### config.mk
export PLATFORM = sky130hd
export DESIGN_NAME = decode_pipe_flat
export DESIGN_NICKNAME = d
export VERILOG_FILES = /design/src/rtl/decode_pkg.sv /design/src/rtl/decode_if.sv /design/src/rtl/decode_logic.sv /design/src/rtl/decode_pipe.sv /design/src/flat_wrapper.sv
export SDC_FILE = /design/constraint.sdc
export NUM_CORES = 1
export LEC_CHECK = 0
export BUFFER_PORTS_ARGS = -buffer_cell sky130_fd_sc_hd__buf_4
export CAP_MARGIN = 20
export CORE_ASPECT_RATIO = 1.2
export CORE_UTILIZATION = 27
export DETAILED_ROUTE_END_ITERATION = 8
export PLACE_DENSITY = 0.45
export SKIP_LAST_GASP = 1
export SYNTH_ARGS = -nofsm -noshare
export SYNTH_HDL_FRONTEND = slang
export SYNTH_SLANG_ARGS = --single-unit
### constraint.sdc
create_clock -name clk -period 2.4 [get_ports clk]
set_clock_uncertainty 0.05 [all_clocks]
set_input_delay 0.36 -clock clk [delete_from_list [all_inputs] [get_ports clk]]
set_output_delay 0.36 -clock clk [all_outputs]
set_load 0.1 [all_outputs]
### src/rtl/decode_pkg.sv
// Shared constants and types for the RV32I decode stage.
// Ports: none (package). Provides opcode constants, one-hot type bit indices,
// ALU op encodings, the decoded bundle type and an XLEN legality check.
package decode_pkg;

  // Major opcodes (instr[6:0])
  localparam logic [6:0] OP_R      = 7'h33;
  localparam logic [6:0] OP_IMM    = 7'h13;
  localparam logic [6:0] OP_LOAD   = 7'h03;
  localparam logic [6:0] OP_JALR   = 7'h67;
  localparam logic [6:0] OP_STORE  = 7'h23;
  localparam logic [6:0] OP_BRANCH = 7'h63;
  localparam logic [6:0] OP_LUI    = 7'h37;
  localparam logic [6:0] OP_AUIPC  = 7'h17;
  localparam logic [6:0] OP_JAL    = 7'h6F;

  // Bit positions inside the one-hot type vector {r,i,s,b,u,j}
  localparam int T_R = 5;
  localparam int T_I = 4;
  localparam int T_S = 3;
  localparam int T_B = 2;
  localparam int T_U = 1;
  localparam int T_J = 0;

  // ALU op encodings that are not derived from funct3/funct7
  localparam logic [3:0] ALU_ADD    = 4'b0000;
  localparam logic [3:0] ALU_BRANCH = 4'b0001;

  typedef struct packed {
    logic [5:0] typ;
    logic [3:0] alu_op;
    logic       rd_we;
    logic       illegal;
  } dec_t;

  function automatic bit xlen_ok(int xlen);
    return (xlen == 32) || (xlen == 64);
  endfunction

endpackage

### src/rtl/decode_if.sv
// Handshake + decoded-bundle bus between fetch, decode and execute.
// Ports: in_valid/in_ready/in_instr/in_pc from fetch; out_* towards execute.
// slave = decode stage, master = fetch/execute side driving it.
interface decode_if #(
  parameter int XLEN = 32,
  parameter int PC_W = 32
);
  logic            in_valid;
  logic            in_ready;
  logic [31:0]     in_instr;
  logic [PC_W-1:0] in_pc;

  logic            out_valid;
  logic            out_ready;
  logic [5:0]      out_type;
  logic [3:0]      out_alu_op;
  logic [6:0]      out_opcode;
  logic [2:0]      out_funct3;
  logic [6:0]      out_funct7;
  logic [4:0]      out_rs1;
  logic [4:0]      out_rs2;
  logic [4:0]      out_rd;
  logic [XLEN-1:0] out_imm;
  logic            out_rd_we;
  logic            out_illegal;
  logic [PC_W-1:0] out_pc;

  modport slave (
    input  in_valid, in_instr, in_pc, out_ready,
    output in_ready, out_valid, out_type, out_alu_op, out_opcode, out_funct3,
           out_funct7, out_rs1, out_rs2, out_rd, out_imm, out_rd_we,
           out_illegal, out_pc
  );

  modport master (
    output in_valid, in_instr, in_pc, out_ready,
    input  in_ready, out_valid, out_type, out_alu_op, out_opcode, out_funct3,
           out_funct7, out_rs1, out_rs2, out_rd, out_imm, out_rd_we,
           out_illegal, out_pc
  );
endinterface

### src/rtl/decode_logic.sv
// Combinational RV32I decoder: instruction word -> type/alu_op/rd_we/illegal + immediate.
// Latency: 0 cycles (pure combinational). Backpressure: none, no state.
// Ports: instr_i (32b word), dec_o (decoded bundle), imm_o (XLEN sign-extended immediate).
module decode_logic
  import decode_pkg::*;
#(
  parameter int XLEN = 32
) (
  input  logic [31:0]     instr_i,
  output dec_t            dec_o,
  output logic [XLEN-1:0] imm_o
);

  logic [6:0]  opcode;
  logic [2:0]  funct3;
  logic [31:0] imm32;

  assign opcode = instr_i[6:0];
  assign funct3 = instr_i[14:12];

  always_comb begin
    dec_o = '0;
    imm32 = '0;
    if (instr_i[1:0] != 2'b11) begin
      dec_o.illegal = 1'b1;
    end else begin
      case (opcode)
        OP_R: begin
          dec_o.typ[T_R] = 1'b1;
          dec_o.alu_op   = {funct3, instr_i[30]};
        end
        OP_IMM: begin
          dec_o.typ[T_I] = 1'b1;
          imm32          = {{20{instr_i[31]}}, instr_i[31:20]};
          // only SRAI/SRLI use instr[30] as an op selector; elsewhere it is immediate data
          dec_o.alu_op   = {funct3, (funct3 == 3'b101) & instr_i[30]};
        end
        OP_LOAD, OP_JALR: begin
          dec_o.typ[T_I] = 1'b1;
          imm32          = {{20{instr_i[31]}}, instr_i[31:20]};
          dec_o.alu_op   = ALU_ADD;
        end
        OP_STORE: begin
          dec_o.typ[T_S] = 1'b1;
          imm32          = {{20{instr_i[31]}}, instr_i[31:25], instr_i[11:7]};
          dec_o.alu_op   = ALU_ADD;
        end
        OP_BRANCH: begin
          dec_o.typ[T_B] = 1'b1;
          imm32          = {{19{instr_i[31]}}, instr_i[31], instr_i[7],
                            instr_i[30:25], instr_i[11:8], 1'b0};
          dec_o.alu_op   = ALU_BRANCH;
        end
        OP_LUI, OP_AUIPC: begin
          dec_o.typ[T_U] = 1'b1;
          imm32          = {instr_i[31:12], 12'b0};
          dec_o.alu_op   = ALU_ADD;
        end
        OP_JAL: begin
          dec_o.typ[T_J] = 1'b1;
          imm32          = {{11{instr_i[31]}}, instr_i[31], instr_i[19:12],
                            instr_i[20], instr_i[30:21], 1'b0};
          dec_o.alu_op   = ALU_ADD;
        end
        default: dec_o.illegal = 1'b1;
      endcase
    end
    dec_o.rd_we = (dec_o.typ[T_R] | dec_o.typ[T_I] | dec_o.typ[T_U] | dec_o.typ[T_J])
                  && (instr_i[11:7] != 5'd0);
  end

  // Every format fits in 32 bits with instr[31] as the sign, so widen once here.
  assign imm_o = XLEN'($signed(imm32));

endmodule

### src/rtl/decode_pipe.sv
// Handshaked decode stage: decodes on the input side, registers into main reg M, 2-entry with skid S.
// Latency: 1 cycle accept -> out_valid; 1 instr/cycle sustained while out_ready is high.
// Backpressure: stalled M holds outputs stable, one extra input parks in S; in_ready = !S.valid.
// Ports: clk, rst_n (async, active low), flush (sync kill), bus (decode_if.slave).
module decode_pipe
  import decode_pkg::*;
#(
  parameter int XLEN = 32,
  parameter int PC_W = 32
) (
  input  logic    clk,
  input  logic    rst_n,
  input  logic    flush,
  decode_if.slave bus
);

  if (!xlen_ok(XLEN)) begin : g_bad_xlen
    $error("decode_pipe: XLEN must be 32 or 64");
  end

  typedef struct packed {
    logic [31:0]     instr;
    logic [PC_W-1:0] pc;
    dec_t            dec;
    logic [XLEN-1:0] imm;
  } entry_t;

  dec_t            in_dec;
  logic [XLEN-1:0] in_imm;
  entry_t          in_ent;
  entry_t          m_q, m_d, s_q, s_d;
  logic            m_vld_q, m_vld_d, s_vld_q, s_vld_d;
  logic            accept, advance;

  decode_logic #(.XLEN(XLEN)) u_decode_logic (
    .instr_i (bus.in_instr),
    .dec_o   (in_dec),
    .imm_o   (in_imm)
  );

  assign in_ent  = {bus.in_instr, bus.in_pc, in_dec, in_imm};
  assign accept  = bus.in_valid && !s_vld_q;
  assign advance = !m_vld_q || bus.out_ready;

  always_comb begin
    m_d     = m_q;
    s_d     = s_q;
    m_vld_d = m_vld_q;
    s_vld_d = s_vld_q;
    if (flush) begin
      // kill wins over both accept and advance; incoming entry is dropped
      m_vld_d = 1'b0;
      s_vld_d = 1'b0;
    end else if (advance) begin
      if (s_vld_q) begin
        // S full implies in_ready was low, so no input competes for M here
        m_d     = s_q;
        m_vld_d = 1'b1;
        s_vld_d = 1'b0;
      end else begin
        m_vld_d = accept;
        if (accept) m_d = in_ent;
      end
    end else if (accept) begin
      s_d     = in_ent;
      s_vld_d = 1'b1;
    end
  end

  always_ff @(posedge clk or negedge rst_n) begin
    if (!rst_n) begin
      m_q     <= '0;
      s_q     <= '0;
      m_vld_q <= 1'b0;
      s_vld_q <= 1'b0;
    end else begin
      m_q     <= m_d;
      s_q     <= s_d;
      m_vld_q <= m_vld_d;
      s_vld_q <= s_vld_d;
    end
  end

  assign bus.in_ready    = !s_vld_q;
  assign bus.out_valid   = m_vld_q;
  assign bus.out_type    = m_q.dec.typ;
  assign bus.out_alu_op  = m_q.dec.alu_op;
  assign bus.out_rd_we   = m_q.dec.rd_we;
  assign bus.out_illegal = m_q.dec.illegal;
  assign bus.out_imm     = m_q.imm;
  assign bus.out_pc      = m_q.pc;
  assign bus.out_opcode  = m_q.instr[6:0];
  assign bus.out_funct3  = m_q.instr[14:12];
  assign bus.out_funct7  = m_q.instr[31:25];
  assign bus.out_rs1     = m_q.instr[19:15];
  assign bus.out_rs2     = m_q.instr[24:20];
  assign bus.out_rd      = m_q.instr[11:7];

endmodule
### src/flat_wrapper.sv
// flat-port wrapper written by rule: the top's interface ports become plain ports
module decode_pipe_flat import decode_pkg::*;
#(
  parameter int XLEN = 32,
  parameter int PC_W = 32
)
  (clk, rst_n, flush, bus_in_valid, bus_in_instr, bus_in_pc, bus_out_ready, bus_in_ready, bus_out_valid, bus_out_type, bus_out_alu_op, bus_out_opcode, bus_out_funct3, bus_out_funct7, bus_out_rs1, bus_out_rs2, bus_out_rd, bus_out_imm, bus_out_rd_we, bus_out_illegal, bus_out_pc);
  decode_if #(.XLEN(XLEN), .PC_W(PC_W)) bus_i ();
  input  logic clk;
  input  logic rst_n;
  input  logic flush;
  input wire logic [$bits(bus_i.in_valid)-1:0] bus_in_valid;
  input wire logic [$bits(bus_i.in_instr)-1:0] bus_in_instr;
  input wire logic [$bits(bus_i.in_pc)-1:0] bus_in_pc;
  input wire logic [$bits(bus_i.out_ready)-1:0] bus_out_ready;
  output wire logic [$bits(bus_i.in_ready)-1:0] bus_in_ready;
  output wire logic [$bits(bus_i.out_valid)-1:0] bus_out_valid;
  output wire logic [$bits(bus_i.out_type)-1:0] bus_out_type;
  output wire logic [$bits(bus_i.out_alu_op)-1:0] bus_out_alu_op;
  output wire logic [$bits(bus_i.out_opcode)-1:0] bus_out_opcode;
  output wire logic [$bits(bus_i.out_funct3)-1:0] bus_out_funct3;
  output wire logic [$bits(bus_i.out_funct7)-1:0] bus_out_funct7;
  output wire logic [$bits(bus_i.out_rs1)-1:0] bus_out_rs1;
  output wire logic [$bits(bus_i.out_rs2)-1:0] bus_out_rs2;
  output wire logic [$bits(bus_i.out_rd)-1:0] bus_out_rd;
  output wire logic [$bits(bus_i.out_imm)-1:0] bus_out_imm;
  output wire logic [$bits(bus_i.out_rd_we)-1:0] bus_out_rd_we;
  output wire logic [$bits(bus_i.out_illegal)-1:0] bus_out_illegal;
  output wire logic [$bits(bus_i.out_pc)-1:0] bus_out_pc;
  assign bus_i.in_valid = bus_in_valid;
  assign bus_i.in_instr = bus_in_instr;
  assign bus_i.in_pc = bus_in_pc;
  assign bus_i.out_ready = bus_out_ready;
  assign bus_in_ready = bus_i.in_ready;
  assign bus_out_valid = bus_i.out_valid;
  assign bus_out_type = bus_i.out_type;
  assign bus_out_alu_op = bus_i.out_alu_op;
  assign bus_out_opcode = bus_i.out_opcode;
  assign bus_out_funct3 = bus_i.out_funct3;
  assign bus_out_funct7 = bus_i.out_funct7;
  assign bus_out_rs1 = bus_i.out_rs1;
  assign bus_out_rs2 = bus_i.out_rs2;
  assign bus_out_rd = bus_i.out_rd;
  assign bus_out_imm = bus_i.out_imm;
  assign bus_out_rd_we = bus_i.out_rd_we;
  assign bus_out_illegal = bus_i.out_illegal;
  assign bus_out_pc = bus_i.out_pc;
  decode_pipe #(.XLEN(XLEN), .PC_W(PC_W)) u_core (.clk(clk), .rst_n(rst_n), .flush(flush), .bus(bus_i));
endmodule
==> flow_summary.json <==
{
  "track_usage": 0.160,
  "crit_chain": "inv_1, buf_4",
  "path_clk_slew_ps": 60,
  "core_area_sq_um": 34800,
  "die_y_um": 208,
  "cts_buffers": 25,
  "antennaDiodeCount": 0,
  "status": "completed",
  "ant_nets": 0,
  "whs_path_depth": 3,
  "hold_violations": 0,
  "fmax_mhz": 468,
  "clk_latency_ps": 530,
  "syn_area_per_cell_sq_um": 9.59,
  "gp_congestion": 0.729,
  "rows": 75,
  "fin_nets": 1264,
  "cts.repair.resized": 0,
  "detailedPlace.worstSlack_ps": 514,
  "grt_max_degree": 78,
  "drc": 0,
  "cts_buffer_depth": 3,
  "grt_setup_unrepaired": "false",
  "first_iter_violations": 410,
  "nFillCells": 3549,
  "grt.overflow.total": 0,
  "min_from": "bus_in_instr[21]",
  "cts_tree": "yes",
  "die_area_sq_um": 36000,
  "cts.sinks": 218,
  "ys_warn_count": 0,
  "via_count": 7686,
  "rr_worst_depth": 5,
  "grt_pass1_vias": 7749,
  "synth_fp_nets": 1062,
  "critPathMaxFanout": 10,
  "syn_area_sq_um": 9530,
  "cp_slowest_cell": "dfrtp_4",
  "finalWirelength_um": 28500,
  "root_buffer": "clkbuf_16",
  "ys_async_sr_fraction": 1.00,
  "synth.distinct_cells": 47,
  "r2r_start": "u_core.bus.out_valid",
  "final_util": 0.363,
  "synth-main-ff-cell": "dfrtp_1",
  "die_x_um": 173,
  "synth_top_area_frac": 0.573,
  "synth_top_area_cell": "dfrtp_1",
  "crit_path_start_kind": "flop",
  "power.density_nw_per_um2": 934,
  "synth_common_cells": "321 x nand2_1, 218 x dfrtp_1, 90 x o21ai_0",
  "holdCritPathClass": "input pin to flop",
  "htree_levels": 1,
  "tns_ps": 0,
  "cp_data_arrival_time_ps": 1730,
  "slowest_delay_ps": 510,
  "dr.pass1.iters": 5,
  "required_ps": 1990,
  "wl_per_cell_um": 17.0,
  "crit_path_end_kind": "primary output",
  "cap_violations": 0,
  "pin_count": 179,
  "port_buffers": 178,
  "synth-seq-cells": 218,
  "fin_crit_sh": 0.890,
  "viasPerCell": 4.59,
  "layout_setup_ws_ps": 265,
  "syn_inst": 993,
  "start_util": 0.274,
  "crit_type": "flop to primary output",
  "synth.most_common_cell": "nand2_1",
  "cellLeakagePower_uw": 0.00583,
  "slew_viol_final": 0,
  "grt_first_pass_wirelength_um": 45600,
  "final_layout_size_suffix_gt1_frac": 0.221,
  "postCtsSetupRepairBufs": 0,
  "hpwlAfterDp_um": 18600,
  "relSlewSlack": 0.562,
  "r2r-end": "u_core.s_q[3]",
  "min_to": "u_core.s_q[97]",
  "reg2reg_slack_ps": 550,
  "antenna_found_initial": 0,
  "areaGrowthSynthToFinish_pct": 32.8,
  "synth_area_leaders": "dfrtp_1 57%, nand2_1 13%, mux2i_1 7.4%, o21ai_0 4.7%, a31oi_1 2.2%",
  "synth_edf_count": 0,
  "setup_viol": 0,
  "ir_drop_mv": 0.522,
  "fin_crit_ps": 2140,
  "yosysSeqAreaShare": 0.573,
  "cts-hold-fix-buffers": 39,
  "tightest_slew_ps": 658
}
==> cells by family (layout without fill, tap and decap cells) <==
kind of cell,after synthesis,after routing,share of synthesized area
multiplexers,72,72,0.0759
buffers and inverters,76,295,0.0364
AO/OA/AOI/OAI,204,204,0.127
AND/OR/NAND/NOR,423,423,0.188
flip-flops,218,218,0.573
==> layout by cell type, fill, tap and decap left out, drive strengths merged, types with 3 or more instances in the layout <==
cell           n
nand2        321
dfrtp        218
buf          209
o21ai         98
mux2i         70
dlygate4sd3   39
clkbuf        34
a31oi         33
nor2          32
a21oi         31
nand3         22
o211ai        12
nor4          11
o21bai        11
nand2b        10
clkinv         8
nor2b          8
nor3           7
a22oi          5
o31ai          4
inv            3
nor3b          3
==> cell type report <==
type	instances	area (sq um)	share of cell area
multi-input combinational	699	3750	0.297
clock buffer	34	709	0.0561
tap	462	578	0.0457
clock inverter	10	100	0.00791
timing repair buffer	248	2040	0.161
inverter	3	11.3	0.000890
sequential	218	5460	0.431
==> how the worst max path moves through the flow <==
| stage | cells after the start | slack (ps) | start | end |
|---|---|---|---|---|
| after global placement | 6 | 520 | bus_in_instr[2] | u_core.bus.out_imm[0] |
| final | 2 | 260 | u_core.s_vld_q | bus_in_ready |
| after floorplan | 6 | 130 | u_core.s_vld_q | u_core.bus.out_imm[30] |
| after global routing | 2 | 160 | u_core.s_vld_q | bus_in_ready |
| after detailed placement | 6 | 510 | bus_in_instr[2] | u_core.s_q[0] |
| after CTS | 2 | 200 | u_core.s_vld_q | bus_in_ready |
==> worst max-delay path: cells and delay by family (launching register included) <==
| kind | cells | cell delay [ps] |
|---|---|---|
| buffers and inverters | 2 | 670 |
| DFF | 1 | 510 |
==> per-layer routing <==
metal / vias to the layer above / global-route usage / part of all wire
li1: 3765 / - / -
met1: 3722 / 0.218 / 0.46
met2: 171 / 0.263 / 0.47
met3: 28 / 0.0253 / 0.047
met4: 0 / 0.0436 / 0.018
met5: - / 0 / 0
==> where the power goes <==
part / total [uW] / internal [uW] / leakage (uW) / switching, uW
sequential: 4600 / 4270 / 0.00276 / 335
clock: 3810 / 2270 / 0.000408 / 1540
combinational: 3400 / 792 / 0.00266 / 2610
total: 11800 / 7330 / 0.00583 / 4490
==> state kept, by name, summed over array words and instances (netlist names), 3 cells and up <==
name and flops:
u_core.bus.out_alu_op 4, u_core.bus.out_funct3 3, u_core.bus.out_funct7 7, u_core.bus.out_imm 32
u_core.bus.out_opcode 7, u_core.bus.out_pc 32, u_core.bus.out_rd 5, u_core.bus.out_rs1 5
u_core.bus.out_rs2 5, u_core.bus.out_type 6, u_core.s_q 108
==> stage by stage <==
| step | hold WS [ps] | instance area (sq um) | std cells | power (uW) |
|---|---|---|---|---|
| after detailed placement | 265 | 11500 | 1591 | 8050 |
| final | 19.7 | 12700 | 1674 | 11800 |
| after floorplan | 14.4 | 9530 | 993 | 7100 |
| after global placement | 267 | 11500 | 1591 | 8020 |
| after CTS | 1.42 | 12700 | 1674 | 12000 |
| after global routing | 17.1 | 12700 | 1674 | 12400 |
Note: power is estimated with default switching activity, not from simulation.
